$ cat config.mk
export PLATFORM = sky130hd
export DESIGN_NAME = mmx_wb_stage
export DESIGN_NICKNAME = d
export VERILOG_FILES = /design/src/rtl/mmx_pkg.sv /design/src/rtl/mmx_wb_fifo.sv /design/src/rtl/mmx_wb_stage.sv
export SDC_FILE = /design/constraint.sdc
export NUM_CORES = 1
export LEC_CHECK = 0
export ABC_AREA = 1
export ABC_CLOCK_PERIOD_IN_PS = 5200
export CAP_MARGIN = 15
export CORE_ASPECT_RATIO = 1.1
export CORE_MARGIN = 3
export CORE_UTILIZATION = 47
export DETAILED_ROUTE_END_ITERATION = 7
export GPL_TIMING_DRIVEN = 0
export PLACE_DENSITY = 0.87
export SYNTH_ARGS = -nofsm -noshare
export SYNTH_HDL_FRONTEND = slang
export SYNTH_SLANG_ARGS = --single-unit
$ cat constraint.sdc
create_clock -name clk -period 5.2 [get_ports clk]
set_input_delay 0.78 -clock clk [delete_from_list [all_inputs] [get_ports clk]]
set_output_delay 0.78 -clock clk [all_outputs]
set_load 0.005 [all_outputs]
$ cat src/rtl/mmx_pkg.sv
// Shared widths and the buffered writeback entry layout for the MMX/ECX writeback path.
package mmx_pkg;

  localparam int MMX_IDX_W = 3;
  localparam int MMX_W     = 64;
  localparam int ECX_W     = 32;

  typedef struct packed {
    logic [MMX_W-1:0]     data;
    logic                 mm_we;
    logic [MMX_IDX_W-1:0] mm_dst;
    logic                 ecx_we;
  } wb_entry_t;

  localparam int ENTRY_W = $bits(wb_entry_t);

endpackage

$ cat src/rtl/mmx_wb_fifo.sv
// In-order result buffer: DEPTH entries, natural-wrap pointers, push/pop/flush.
// Exposes per-entry state so the top level can build the forwarding compare.
module mmx_wb_fifo
  import mmx_pkg::*;
#(
  parameter int DEPTH = 2,
  localparam int PTR_W = $clog2(DEPTH),
  localparam int CNT_W = PTR_W + 1
) (
  input  logic                 clk,
  input  logic                 rst,
  input  logic                 flush,
  input  logic                 push,
  input  logic                 pop,
  input  wb_entry_t            push_entry,
  output wb_entry_t            head,
  output logic [CNT_W-1:0]     count,
  output logic [PTR_W-1:0]     rd_ptr,
  output logic                 ent_valid [DEPTH],
  output logic                 ent_mm_we [DEPTH],
  output logic [MMX_IDX_W-1:0] ent_dst   [DEPTH],
  output logic [MMX_W-1:0]     ent_data  [DEPTH]
);

  wb_entry_t        mem [DEPTH];
  logic [PTR_W-1:0] wr_ptr;

  always_ff @(posedge clk) begin
    if (rst || flush) begin
      count  <= '0;
      wr_ptr <= '0;
      rd_ptr <= '0;
    end else begin
      if (push) wr_ptr <= wr_ptr + 1'b1;
      if (pop)  rd_ptr <= rd_ptr + 1'b1;
      count <= count + CNT_W'(push) - CNT_W'(pop);
    end
  end

  // Storage needs no reset: nothing outside reads a slot unless it is valid.
  always_ff @(posedge clk) begin
    if (push) mem[wr_ptr] <= push_entry;
  end

  assign head = mem[rd_ptr];

  // A slot is live when its distance from the read pointer is below count.
  always_comb begin
    for (int i = 0; i < DEPTH; i++) begin
      ent_valid[i] = ({1'b0, PTR_W'(i) - rd_ptr} < count);
      ent_mm_we[i] = mem[i].mm_we;
      ent_dst[i]   = mem[i].mm_dst;
      ent_data[i]  = mem[i].data;
    end
  end

endmodule

$ cat src/rtl/mmx_wb_stage.sv
// Execute->writeback buffer stage driving the MMX register file and ECX writeback.
// Define MMX_WB_FWD_EN to build the fwd_* ports and pending-write forwarding compare.
module mmx_wb_stage
  import mmx_pkg::*;
#(
  parameter int DEPTH  = 2,
  parameter int DATA_W = 64
) (
  input  logic                 clk,
  input  logic                 rst,
  input  logic                 flush,
`ifdef MMX_WB_FWD_EN
  input  logic [MMX_IDX_W-1:0] fwd_idx1,
  input  logic [MMX_IDX_W-1:0] fwd_idx2,
  output logic                 fwd_hit1,
  output logic                 fwd_hit2,
  output logic [DATA_W-1:0]    fwd_data1,
  output logic [DATA_W-1:0]    fwd_data2,
`endif
  input  logic                 ex_valid,
  output logic                 ex_ready,
  input  logic [DATA_W-1:0]    ex_res,
  input  logic                 ex_mm_we,
  input  logic [MMX_IDX_W-1:0] ex_mm_dst,
  input  logic                 ex_ecx_we,
  output logic                 wb_valid,
  input  logic                 wb_ready,
  output logic                 wb_mm_we,
  output logic [MMX_IDX_W-1:0] wb_mm_idx,
  output logic [DATA_W-1:0]    wb_mm_data,
  output logic                 wb_ecx_we,
  output logic [ECX_W-1:0]     wb_ecx_data
);

  localparam int PTR_W = $clog2(DEPTH);
  localparam int CNT_W = PTR_W + 1;

  wb_entry_t            push_entry;
  wb_entry_t            head;
  logic [CNT_W-1:0]     count;
  logic [PTR_W-1:0]     rd_ptr;
  logic                 ent_valid [DEPTH];
  logic                 ent_mm_we [DEPTH];
  logic [MMX_IDX_W-1:0] ent_dst   [DEPTH];
  logic [MMX_W-1:0]     ent_data  [DEPTH];
  logic                 push;
  logic                 pop;

  // Handshake: a transfer happens on a rising edge where valid and ready are both 1.
  // ex_ready comes only from registered count (and rst), never from wb_ready, so a
  // full buffer that retires this cycle accepts again only on the following cycle.
  // valid, once raised, holds its payload stable until the matching ready is seen.
  assign ex_ready = (count != CNT_W'(DEPTH)) && !rst;
  assign wb_valid = (count != '0);
  assign push     = ex_valid && ex_ready && !flush;
  assign pop      = wb_valid && wb_ready;

  assign push_entry = '{data: ex_res, mm_we: ex_mm_we, mm_dst: ex_mm_dst, ecx_we: ex_ecx_we};

  mmx_wb_fifo #(.DEPTH(DEPTH)) u_fifo (
    .clk        (clk),
    .rst        (rst),
    .flush      (flush),
    .push       (push),
    .pop        (pop),
    .push_entry (push_entry),
    .head       (head),
    .count      (count),
    .rd_ptr     (rd_ptr),
    .ent_valid  (ent_valid),
    .ent_mm_we  (ent_mm_we),
    .ent_dst    (ent_dst),
    .ent_data   (ent_data)
  );

  // Every writeback field reads as zero while nothing is presented.
  assign wb_mm_we    = wb_valid && head.mm_we;
  assign wb_ecx_we   = wb_valid && head.ecx_we;
  assign wb_mm_idx   = wb_valid ? head.mm_dst : '0;
  assign wb_mm_data  = wb_valid ? head.data : '0;
  assign wb_ecx_data = wb_valid ? head.data[ECX_W-1:0] : '0;

`ifdef MMX_WB_FWD_EN
  // Walk entries oldest to youngest so the last match, the youngest, wins.
  always_comb begin
    logic [PTR_W-1:0] slot;
    fwd_hit1  = 1'b0;
    fwd_hit2  = 1'b0;
    fwd_data1 = '0;
    fwd_data2 = '0;
    for (int k = 0; k < DEPTH; k++) begin
      slot = rd_ptr + PTR_W'(k);
      if (ent_valid[slot] && ent_mm_we[slot] && (ent_dst[slot] == fwd_idx1)) begin
        fwd_hit1  = 1'b1;
        fwd_data1 = ent_data[slot];
      end
      if (ent_valid[slot] && ent_mm_we[slot] && (ent_dst[slot] == fwd_idx2)) begin
        fwd_hit2  = 1'b1;
        fwd_data2 = ent_data[slot];
      end
    end
  end
`endif

endmodule

* Word-level counts from Yosys, hierarchy flattened
Memory sizes are Yosys's and may differ from the RTL's. A register that Yosys moved wholly into a read port is not among the register bits. Index checks and enable logic that the tools add are counted.
Storage, ports and cells: memories 1, flip-flop bits (word level) 4, input port bits 74, memory bits (writable) 138, output and inout bits 103, logic and storage cells 26, latch bits 0, ROM bits 0
Cells by class: magnitude comparators 0, multiplexer cells 7, shifts and indexed selects 0, div/mod/pow operators 0, $add $sub $neg 4, bitwise gates (word level) 0, equal/unequal tests 1, reduce and logical (&&, ||, !) cells 10, multipliers 0
Memory list:
- u_fifo.mem | words 2, bits a word 69, rd ports 1, clocked after Yosys merged registers in 1, wr ports 1, line mmx_wb_fifo.sv:25 | wb_entry_t mem [DEPTH];
Operators by type and width (count):
- $mux W64 | 1
- $mux W32 | 1
- $logic_and A1 B1 Y1 | 6
- $mux W1 | 4
- $mux W3 | 1
- $add A1 B1 Y1 const B | 2
- $add A2 B1 Y2 | 1
- $logic_not A1 Y1 | 2
- $ne A2 B2 Y1 const B | 1
- $reduce_bool A2 Y1 | 1
- $sub A2 B1 Y2 | 1
- $logic_or A1 B1 Y1 | 1

* Logic depth before layout (Yosys ltp)
word-level depth 6, mapped depth 10, gate-level depth less buffers 10

* Modules after synthesis
Synthesis repeated with hierarchy kept, for this count alone.
Unflattened totals: cells, all modules 573, area total of the unflattened synthesis 7183.1 sq um
By module, submodules not included:
- mmx_wb_fifo | cells an instance 384, area an instance 6274.8 sq um, seq. area each 4244.1 sq um, times used 1
- mmx_wb_stage | cells an instance 189, area an instance 908.4 sq um, seq. area each 0.0 sq um, times used 1

* Worst setup path after synthesis
Ideal clock, no wire load.
path type in2reg, from input port rst, to memory u_fifo.mem[0][0] (netlist bit) (enable), required time 4703 ps, setup slack 679 ps, path buffers 0, data arrival time 4024 ps, setup time 497 ps, stages 3, cells stage by stage nor2_1 > nand3_1 > nor2_1
On the way: cells in the longest elaborated chain, start to end 6
RTL lines:
- start, declared | line mmx_wb_stage.sv:10 | input logic rst,
- $logic_not A1 Y1 | line mmx_wb_stage.sv:53 | assign ex_ready = (count != CNT_W'(DEPTH)) && !rst;
- $logic_and A1 B1 Y1 | line mmx_wb_stage.sv:53
- $logic_and A1 B1 Y1 (2 in a row) | line mmx_wb_stage.sv:55 | assign push = ex_valid && ex_ready && !flush;
- $mux W1 | line mmx_wb_fifo.sv:42 | if (push) mem[wr_ptr] <= push_entry;
- $mux W1 (implied by the code) | line mmx_wb_fifo.sv:42
- end, declared | line mmx_wb_fifo.sv:25
Every way passes these cells.

==> reports/summary.txt <==
Status - completed
Initial DRC count - 280
Largest net degree at the start of global routing - 29
Num rows - 41
Clk buf depth - 2
Cell taking the most area after synthesis - edfxtp_1
Crit path max fanout - 10
Post-DP HPWL - 9414 um
Most common cell after layout, fill and taps aside - clkdlybuf4s50_1
Setup CP Type - register to output pin
Required @ worst endpoint - 4420 ps
Pre-CTS setup slack - 2132 ps
Post-synth top area share - 72.76%
PortBufs - 176
Slew headroom - 47.22%
GRT overflow - 0
Post-synth ARST share - 0%
Vias/cell - 4.984
Synthesized flop and latch total - 143
Hold Buf Count CTS - 0
Routed Antenna Nets - 0
Number of cells after detailed placement - 773
DRC Markers - 0
Post-synthesis sequential area ratio - 74.52%
Final wirelength - 13,430 um
DR vias - 4,012
Avg Cell Area, Syn - 12.86 um2
Post-synth EDFFs - 138
Min-delay worst type - register to register
Clock sinks - 143
Clk_skew - 5.641 ps
Period utilisation layout - 55.74%
Slew @ Worst Pin - 789.9 ps
Clock Latency Late Sink - 400 ps
Initial core utilization - 48.91%
Worst hold path stage count - 2
Synth warnings - 0
Clock Pin Slew Worst Setup and Hold Paths - 60 ps
Syn_nets - 519
TritonCTS clock tree - built
First-pass GRT wire length - 21,030 um
Clock tree root buffer cell - clkbuf_16
Die height - 121.5 um
Io pins - 177
Startpoint types - register
Layout cell share with drive strength beyond 1 - 15.27%
Worst Path Arrival - 2120 ps
Drt pass-1 iters - 4
Synth Instances - 443
Final Non-Filler Cells - 805
Die X - 111.0 um
Worst setup margin - 2301 ps
GPL Wtd Cong - 0.7623
Core area - 11,640 um2
Setup Viol. Count Final - 0
Area grow syn2layout - 45.63%
CTS resizes - 0
Most frequent cells in the layout - 176 x clkdlybuf4s50_1, 146 x nand2_1, 138 x edfxtp_1
Filler cells - 788
Final Hold Viols - 0
Die area - 13,480 um2
Antenna Cells - 0
Number of global-route vias before repair - 4,252
Synthesized area - 5695 um2
H-tree level count - 4
Yosys cell types - 17
R2r worst-path depth - 5
Max Fclk - 345.0 MHz
Min cycle time layout - 2899 ps
Tot GR Track Use - 20.27%
FF+latch area - 4244 um2
Fin. max-slew vios - 0
Post-CTS Setup Bufs - 0
Post-synth top flop - edfxtp_1
Initial antenna violation count - 0
CTS buffer count - 17
Pwr dens - 310.0 nW/um2
Multi-input combinational cell area - 1031 um2
VDD IR-drop max - 0.2395 mV
Nets@finish - 718
Crit. End Element - output pin
Avg WL per Cell - 16.68 um
Ranking of synthesized cells by area - edfxtp_1 73%, nand2_1 9.6%, a21oi_1 5.8%
Pleak - 0.002993 uW
Max-cap viol count - 0
RSZ-0062 raised after global routing - no
area by class of cell:
class	count	area share (%)
Tap cell	150	2.263
Buffer	54	4.601
Inverter	13	0.6487
Timing Repair Buffer	180	22.30
Multi-Input combinational cell	233	12.43
Sequential cell	143	51.17
Clock buffer	17	5.129
Clock inverter	15	1.463
cells in the mapped netlist, types with 2 or more instances:
cell type	n
buf_4	32
nand3_1	2
dfxtp_1	5
buf_2	17
nand2_1	146
nor2_1	9
inv_2	2
a21oi_2	5
a21oi_1	66
buf_6	5
edfxtp_1	138
ha_1	2
inv_1	10
registers in the layout (all words and copies together), names as in the netlist, named ones only:
register / count
u_fifo.count: 2
u_fifo.mem: 138
u_fifo.rd_ptr: 1
u_fifo.wr_ptr: 1
power by group:
group / internal (uW) / total, uW / switching [uW]
logic: 106 / 176 / 69.9
registers: 1280 / 1290 / 5.13
clock network: 653 / 1110 / 453
worst max-delay path, stage by stage, from the launching register on:
cell	delay (ps)
dfxtp_1	300
buf_6	140
inv_6	80
buf_2	230
nand2_1	110
a21oi_1	210
buf_4	150
clkdlybuf4s50_1	480
routing by layer:
layer	part of all wire (%)	track usage, %	routed length, um	vias to the layer above
met5	0	0	0	-
met4	2.2	8.622	291	0
met3	6.7	5.786	894	24
met2	54	36.87	7288	172
met1	37	22.16	4956	1912
li1	-	-	-	1904
stage by stage:
step	hold slack [ps]	TNS, ps	total power, uW	util, %	cell area [um2]
after floorplan	466.9	0	1368	-	5695
after global placement	480.5	-173910	1480	65.65	7645
after detailed placement	499.9	0	1490	66.53	7747
after CTS	527.0	0	2590	71.23	8294
after global routing	580.4	0	2660	71.23	8294
final	517.1	0	2571	71.23	8294
logic make-up after synthesis:
group	count (synthesis)	share of synthesized area (%)
adder cells (fa/ha/maj)	2	0.4393
flip-flops	143	74.52
AO/OA/AOI/OAI	72	6.700
buffers and inverters	67	7.645
AND/OR/NAND/NOR	159	10.70
path summary, 6_finish.rpt:
kind,from,to,slack (ps)
setup / recovery,register,wb_mm_data[12],2300
hold / removal,u_fifo.rd_ptr$_SDFFE_PP0P_,register,520
setup reg to reg,u_fifo.count[0]$_SDFF_PP0_,u_fifo.mem[1][32]$_DFFE_PP_,3150
hold reg to reg,u_fifo.rd_ptr$_SDFFE_PP0P_,register,520
No activity file was read; power rests on OpenSTA's default activity.
